--- src/rtl/audipus_i2s_pkg.sv ---
// Shared constants, state encoding and slot helpers for the I2S transmit path.
package audipus_i2s_pkg;

    localparam int SAMPLE_W   = 24;
    localparam int SLOT_BITS  = 32;
    localparam int FRAME_BITS = 64;
    localparam int FIFO_DEPTH = 4;

    localparam int CNT_W  = $clog2(FRAME_BITS);
    localparam int SLOT_W = $clog2(SLOT_BITS);
    localparam int LVL_W  = $clog2(FIFO_DEPTH + 1);

    typedef enum logic {
        IDLE = 1'b0,
        RUN  = 1'b1
    } state_t;

    // Slot positions 1..SAMPLE_W carry sample bits; position 0 is the Philips one-bit delay.
    function automatic logic is_data_bit(input logic [CNT_W-1:0] cnt);
        return (cnt[SLOT_W-1:0] != '0) && (cnt[SLOT_W-1:0] <= SLOT_W'(SAMPLE_W));
    endfunction

endpackage

--- src/rtl/i2s_sample_fifo.sv ---
// Small synchronous sample FIFO; push is accepted when full only if a pop happens that cycle.
module i2s_sample_fifo
    import audipus_i2s_pkg::*;
(
    input  logic                clk,
    input  logic                reset,
    input  logic                push,
    input  logic                pop,
    input  logic [SAMPLE_W-1:0] wdata,
    output logic [SAMPLE_W-1:0] rdata,
    output logic [LVL_W-1:0]    level,
    output logic                full,
    output logic                empty
);
    localparam int PTR_W = $clog2(FIFO_DEPTH);

    logic [SAMPLE_W-1:0] r_mem [FIFO_DEPTH];
    logic [PTR_W-1:0]    r_wptr, r_rptr;
    logic [LVL_W-1:0]    r_level;
    logic                w_push, w_pop;

    assign full   = (r_level == LVL_W'(FIFO_DEPTH));
    assign empty  = (r_level == '0);
    assign w_pop  = pop && !empty;
    assign w_push = push && (!full || w_pop);
    assign rdata  = r_mem[r_rptr];
    assign level  = r_level;

    always_ff @(posedge clk) begin
        if (w_push) r_mem[r_wptr] <= wdata;
    end

    always_ff @(posedge clk) begin
        if (reset) begin
            r_wptr  <= '0;
            r_rptr  <= '0;
            r_level <= '0;
        end else begin
            if (w_push) r_wptr <= r_wptr + PTR_W'(1);
            if (w_pop)  r_rptr <= r_rptr + PTR_W'(1);
            case ({w_push, w_pop})
                2'b10:   r_level <= r_level + LVL_W'(1);
                2'b01:   r_level <= r_level - LVL_W'(1);
                default: ;
            endcase
        end
    end

endmodule

--- src/rtl/i2s_tx_serializer.sv ---
// Philips I2S transmitter: each buffered sample is sent in both the left and right slots.
// Define I2S_TX_UNDERRUN_CNT_EN to enable the saturating 16-bit underrun_count.
module i2s_tx_serializer
    import audipus_i2s_pkg::*;
#(
    parameter int BCLK_DIV = 8,
    parameter int PREFILL  = 2
) (
    input  logic                clk,
    input  logic                reset,
    input  logic                in_valid,
    input  logic [SAMPLE_W-1:0] in_data,
    input  logic                run,
    output logic                i2s_bclk,
    output logic                i2s_lrclk,
    output logic                i2s_sdata,
    output logic                frame_start,
    output logic [LVL_W-1:0]    fifo_level,
    output logic                overflow,
    output logic                underrun,
    output logic [15:0]         underrun_count
);
    localparam int               DIV_W    = (BCLK_DIV > 1) ? $clog2(BCLK_DIV) : 1;
    localparam logic [DIV_W-1:0] DIV_TC   = DIV_W'(BCLK_DIV - 1);
    localparam logic [CNT_W-1:0] CNT_LAST = CNT_W'(FRAME_BITS - 1);

    state_t              r_state, w_next_state;
    logic [DIV_W-1:0]    r_div;
    logic [CNT_W-1:0]    r_cnt, w_new_cnt;
    logic                r_started;
    logic                r_bclk, r_lrclk, r_sdata;
    logic                r_frame_start, r_overflow, r_underrun;
    logic [SAMPLE_W-1:0] r_sample, r_shift, w_load;
    logic                w_tc, w_fall, w_rise, w_boundary;
    logic                w_frame, w_stop, w_underrun;
    logic                w_fifo_full, w_fifo_empty;
    logic [SAMPLE_W-1:0] w_fifo_rdata;
    logic [LVL_W-1:0]    w_fifo_level;

    i2s_sample_fifo u_fifo (
        .clk   (clk),
        .reset (reset),
        .push  (in_valid),
        .pop   (w_frame),
        .wdata (in_data),
        .rdata (w_fifo_rdata),
        .level (w_fifo_level),
        .full  (w_fifo_full),
        .empty (w_fifo_empty)
    );

    always_ff @(posedge clk) begin
        if (reset) r_state <= IDLE;
        else       r_state <= w_next_state;
    end

    always_comb begin
        w_next_state = r_state;
        case (r_state)
            IDLE: if (run && (w_fifo_level >= LVL_W'(PREFILL))) w_next_state = RUN;
            RUN:  if (w_stop) w_next_state = IDLE;
        endcase
    end

    // The first terminal count after entry acts as a fall so every BCLK period starts low.
    always_comb begin
        w_tc       = 1'b0;
        w_fall     = 1'b0;
        w_rise     = 1'b0;
        w_boundary = 1'b0;
        if (r_state == RUN) begin
            w_tc       = (r_div == DIV_TC);
            w_fall     = w_tc && (r_bclk || !r_started);
            w_rise     = w_tc && !w_fall;
            w_boundary = w_fall && (!r_started || (r_cnt == CNT_LAST));
        end
        w_stop     = w_boundary && !run;
        w_frame    = w_boundary && run;
        w_underrun = w_frame && w_fifo_empty;
    end

    assign w_new_cnt = r_started ? r_cnt + CNT_W'(1) : '0;
    assign w_load    = w_fifo_empty ? '0 : w_fifo_rdata;

    always_ff @(posedge clk) begin
        if (reset) begin
            r_div         <= '0;
            r_cnt         <= '0;
            r_started     <= 1'b0;
            r_bclk        <= 1'b0;
            r_lrclk       <= 1'b0;
            r_sdata       <= 1'b0;
            r_frame_start <= 1'b0;
            r_overflow    <= 1'b0;
            r_underrun    <= 1'b0;
            r_sample      <= '0;
            r_shift       <= '0;
        end else begin
            r_overflow    <= in_valid && w_fifo_full && !w_frame;
            r_frame_start <= w_frame;
            r_underrun    <= w_underrun;
            if ((r_state == IDLE) || w_stop) begin
                r_div     <= '0;
                r_cnt     <= '0;
                r_started <= 1'b0;
                r_bclk    <= 1'b0;
                r_lrclk   <= 1'b0;
                r_sdata   <= 1'b0;
            end else begin
                r_div <= w_tc ? '0 : r_div + DIV_W'(1);
                if (w_rise) r_bclk <= 1'b1;
                if (w_fall) begin
                    r_bclk    <= 1'b0;
                    r_started <= 1'b1;
                    r_cnt     <= w_new_cnt;
                    r_lrclk   <= w_new_cnt[CNT_W-1];
                    // Right slot replays the held sample from a fresh shift-register copy.
                    if (w_new_cnt == '0) begin
                        r_sample <= w_load;
                        r_shift  <= w_load;
                        r_sdata  <= 1'b0;
                    end else if (w_new_cnt[SLOT_W-1:0] == '0) begin
                        r_shift  <= r_sample;
                        r_sdata  <= 1'b0;
                    end else if (is_data_bit(w_new_cnt)) begin
                        r_sdata  <= r_shift[SAMPLE_W-1];
                        r_shift  <= {r_shift[SAMPLE_W-2:0], 1'b0};
                    end else begin
                        r_sdata  <= 1'b0;
                    end
                end
            end
        end
    end

`ifdef I2S_TX_UNDERRUN_CNT_EN
    logic [15:0] r_urun_cnt;

    always_ff @(posedge clk) begin
        if (reset)
            r_urun_cnt <= '0;
        else if (w_underrun && (r_urun_cnt != 16'hFFFF))
            r_urun_cnt <= r_urun_cnt + 16'd1;
    end

    assign underrun_count = r_urun_cnt;
`else
    assign underrun_count = '0;
`endif

    assign i2s_bclk    = r_bclk;
    assign i2s_lrclk   = r_lrclk;
    assign i2s_sdata   = r_sdata;
    assign frame_start = r_frame_start;
    assign fifo_level  = w_fifo_level;
    assign overflow    = r_overflow;
    assign underrun    = r_underrun;

endmodule

--- config.mk ---
export PLATFORM = sky130hd
export DESIGN_NAME = i2s_tx_serializer
export DESIGN_NICKNAME = d
export VERILOG_FILES = /design/src/rtl/audipus_i2s_pkg.sv /design/src/rtl/i2s_sample_fifo.sv /design/src/rtl/i2s_tx_serializer.sv
export SDC_FILE = /design/constraint.sdc
export NUM_CORES = 1
export LEC_CHECK = 0
export ABC_AREA = 0
export BUFFER_PORTS_ARGS = -buffer_cell sky130_fd_sc_hd__buf_2
export CAP_MARGIN = 10
export CORE_MARGIN = 3
export CORE_UTILIZATION = 35
export CTS_CLUSTER_SIZE = 25
export DETAILED_ROUTE_END_ITERATION = 10
export PLACE_DENSITY = 0.55
export SYNTH_ARGS = -nofsm -noshare
export SYNTH_HDL_FRONTEND = slang
export SYNTH_SLANG_ARGS = --single-unit
--- constraint.sdc ---
create_clock -name clk -period 4.45 [get_ports clk]
set_clock_uncertainty 0.05 [all_clocks]
set_input_delay 0.89 -clock clk [delete_from_list [all_inputs] [get_ports clk]]
set_output_delay 0.89 -clock clk [all_outputs]
set_load 0.005 [all_outputs]
==> summary.txt <==
Worst setup path
  • Crit-path max FO: 9
  • WS Path Type: flop to flop
  • Reg-to-Reg End: u_fifo.level[2]$_SDFFE_PP0P_
  • Top delay family on crit path: compound AO/OA/AOI/OAI gates
  • Crit Reg-Reg Startpoint: r_div[0]$_SDFF_PP0_
  • Crit path arrival time: 3.43 ns
  • Critical path required time: 4.75 ns
  • Largest stage delay, worst path: roughly 0.43 ns
  • CP Launch Type: flop
  • Worst r2r path cells: 13
  • Crit. Startpoint: r_div[0]$_SDFF_PP0_
  • CP cell instances: ha_1 -> ha_1 -> nand2_1 -> a21oi_2 -> nand3_1 -> a31oi_2 -> inv_1 -> ha_1 -> inv_1 -> fa_1 -> xor2_1 -> or3_1 -> a21oi_1
  • CP Capture Type: flop
  • CP Buf/Inv Count: 2
  • CP dominant cell by count: ha_1
  • Worst R2R Setup Slack: between 1 and 1.5 ns
  • CP max-delay cell: a31oi_2

Global routing
  • Largest net degree at the start of global routing: 50
  • Tot GR Track Use: a little over an eighth
  • GR Util met3: under 10%
  • Initial antenna violation count: 0
  • GR Layer Usage met1: between 10% and 20%
  • Overflow left after global routing: 0
  • First-pass GRT wire length: ~25 mm
  • Vias in the first global route: about 4700
  • Gr busiest metal: met2
  • GR Util met2: between 20% and 30%

Hold path
  • Hold_sp: r_div[0]$_SDFF_PP0_
  • Hold Path End: r_div[0]$_SDFF_PP0_
  • Hold Crit Class: flop to flop
  • Hold depth: 1

Power and ir drop
  • Leakage power: between 2 and 3 nW
  • Total power: approximately 3.3 mW
  • Worst VDD drop: 0.0002671 V
  • PD cells: around 400 nW/um^2

Detailed routing
  • Wire per inst: ~17 microns
  • DRT Pass-1 Iters: 4
  • DRT Wirelength: 15.22 mm
  • Via density: approximately 5.3
  • Vias: about 4700
  • Remaining antenna violation count after routing: 0
  • Drc violations: 0
  • Initial DRC count: 340

STA
  • Fin Setup TNS: 0 ns
  • Period Utilization, post-route: 70.22%
  • Max Slew Vio Count: 0
  • Fin. Hold Viols: 0
  • Worst Hold Slack: 0.3789 ns
  • Unrepaired setup endpoints after global routing: no
  • Fmax: roughly 0.32 GHz
  • Least-Margin Pin Slew: ~1.2 ns
  • Final setup fails: 0
  • Rel. slew slack: between 10% and 20%
  • Post-route setup slack: between 1 and 1.5 ns
  • Minimum clock period: about 3.1 ns

Synth
  • Number of synthesized flops with an enable pin: 96
  • Synth warnings: 0
  • Async SR Flop Fraction: 0%
  • Count of different cell masters after synthesis: 54
  • Synth Instances: just under 600
  • Main synth FF type: edfxtp_1
  • Register area share after synthesis: approximately three fifths
  • Mean Syn Cell Area: 12.90 sq um
  • Cell area after synthesis: between 7000 and 8000 sq um
  • Yosys reg bits: 169

Clock tree
  • Hold Buf Count CTS: 0
  • Post-CTS Resized: 0
  • CTS tree: yes
  • Clk_lat worst skew: 0.43 ns
  • H-tree depth: 4
  • CTS buffer count: 17
  • Root Buffer: clkbuf_16
  • CTS Sinks: 169
  • Clock Path Buffers: 2
  • Post-CTS setup buffer count: 0
  • Clock transition at path regs: around 0.07 ns

Cells and area
  • Fin util: about two fifths
  • Post-Layout Cell Count: approximately 900
  • Antenna cells: 0
  • # fillers: 1931
  • Layout cells sized above 1: between 20% and 30%
  • NumNets Final: 631
  • Final instance area: ~8300 sq um
  • Area Overhead vs Synth: 11.63%

Place
  • Pre-CTS WS: around 1.4 ns
  • GP Congestion: between 0.7 and 0.8
  • Detailed placement HPWL: roughly 9.3 mm
  • Placed cell area: about 7800 sq um
  • Placed insts: about 850
  • Port Buffers: 36

Run
  • Max-cap violations: 0

Die
  • Die area: about 23000 sq um
  • Initial Util: ~36%
  • Core footprint: 20560 sq um
  • Core Rows: 52
  • IO Pins: 53
  • Chip height: 152.0 microns
  • Die W: about 150 microns

Status
  • Status: complete, no violations
cells in the final DEF, fill, tap and decap left out, types with 2 or more instances in the layout:
cell	synthesis	final
a211oi_2	10	10
edfxtp_1	96	96
o211ai_1	3	3
nand4_1	29	29
a21oi_1	36	36
nor2b_1	4	4
nand2b_1	2	2
clkinvlp_4	0	2
nand2_1	17	17
buf_2	19	36
dfxtp_1	73	73
o2bb2ai_1	20	20
buf_4	22	13
clkbuf_16	0	17
and3_1	20	20
mux4_2	24	24
ha_1	8	8
xor2_1	3	3
inv_1	14	14
conb_1	1	16
inv_8	0	3
or3_1	4	4
o311ai_1	3	3
nor3_1	4	4
o2111ai_1	20	20
and2_1	31	31
mux2i_1	5	5
o31ai_1	25	25
clkinv_4	0	3
o21ai_0	8	8
nor2_1	10	10
inv_6	0	4
nand3_1	8	8
a211oi_1	11	11
power breakdown:
| group | internal (mW) | switching (mW) |
|---|---|---|
| Sequential | 1.70 | 0.0127 |
| Clock | 0.736 | 0.652 |
| Combinational | 0.0760 | 0.114 |
layer usage:
layer	vias to the layer above	wire length, microns
li1	2255	-
met1	2300	7166
met2	89	7438
met5	-	0
met3	8	477
met4	0	139
synth_stat cells, drive strengths merged (5+ instances only):
master	n	share of area (%)
o2111ai	20	2.3
nor2	10	0.50
nand4	30	2.6
nand3	9	0.67
a21oi	37	2.5
and2	31	2.6
edfxtp	96	39
a211oi	22	3.1
o31ai	25	2.5
o21ai	9	0.60
clkbuf	21	1.1
o2bb2ai	20	2.3
nor3	5	0.40
and3	20	1.7
mux2i	6	0.86
nand2	18	0.94
inv	15	0.75
ha	8	1.3
mux4	24	7.2
buf	46	3.9
dfxtp	73	20
flip-flops by register name (all words and copies together), names as in the netlist, named ones only:
| name | cells |
|---|---|
| u_fifo.level | 3 |
| r_sample | 24 |
| i2s_bclk | 1 |
| u_fifo.r_mem | 96 |
| overflow | 1 |
| u_fifo.r_rptr | 2 |
| r_div | 3 |
| r_cnt | 6 |
| underrun | 1 |
| r_state | 1 |
| frame_start | 1 |
| u_fifo.r_wptr | 2 |
| r_shift | 24 |
| r_started | 1 |
| i2s_sdata | 1 |
final cells by class:
class | count | area, sq um | area share [%]
inverter | 15 | 56.30 | 0.6764
clock buffer | 17 | 425.4 | 5.110
sequential | 169 | 4344 | 52.19
multi-input combinational | 342 | 2746 | 32.99
timing repair buffer | 49 | 277.8 | 3.337
tap | 270 | 337.8 | 4.058
clock inverter | 15 | 136.4 | 1.638
kinds of logic (layout without fill, tap and decap cells):
group	count (synthesis)	in the layout	synth area share, %
and+or+nand+nor	137	137	10.69
muxes	31	31	8.255
buffers and inverters	82	96	5.755
AOI/OAI and AO/OA	144	144	14.70
DFF	169	169	58.25
other	1	16	0.05029
adders and majority gates	9	9	1.611
xor gates and xnor gates	5	5	0.6881
how the worst max path moves through the flow:
| stage | endpoint | slack, ns | cells past startpoint |
|---|---|---|---|
| floorplan | u_fifo.r_mem[0][0]$_DFFE_PP_ | 1.78 | 7 |
| global placement | u_fifo.level[2]$_SDFFE_PP0P_ | 1.53 | 13 |
| detailed placement | u_fifo.level[2]$_SDFFE_PP0P_ | 1.35 | 13 |
| CTS | u_fifo.level[2]$_SDFFE_PP0P_ | 1.32 | 13 |
| global route | u_fifo.level[2]$_SDFFE_PP0P_ | 1.06 | 13 |
| finish | u_fifo.level[2]$_SDFFE_PP0P_ | 1.33 | 13 |
Power figures use the tool's default switching activity.
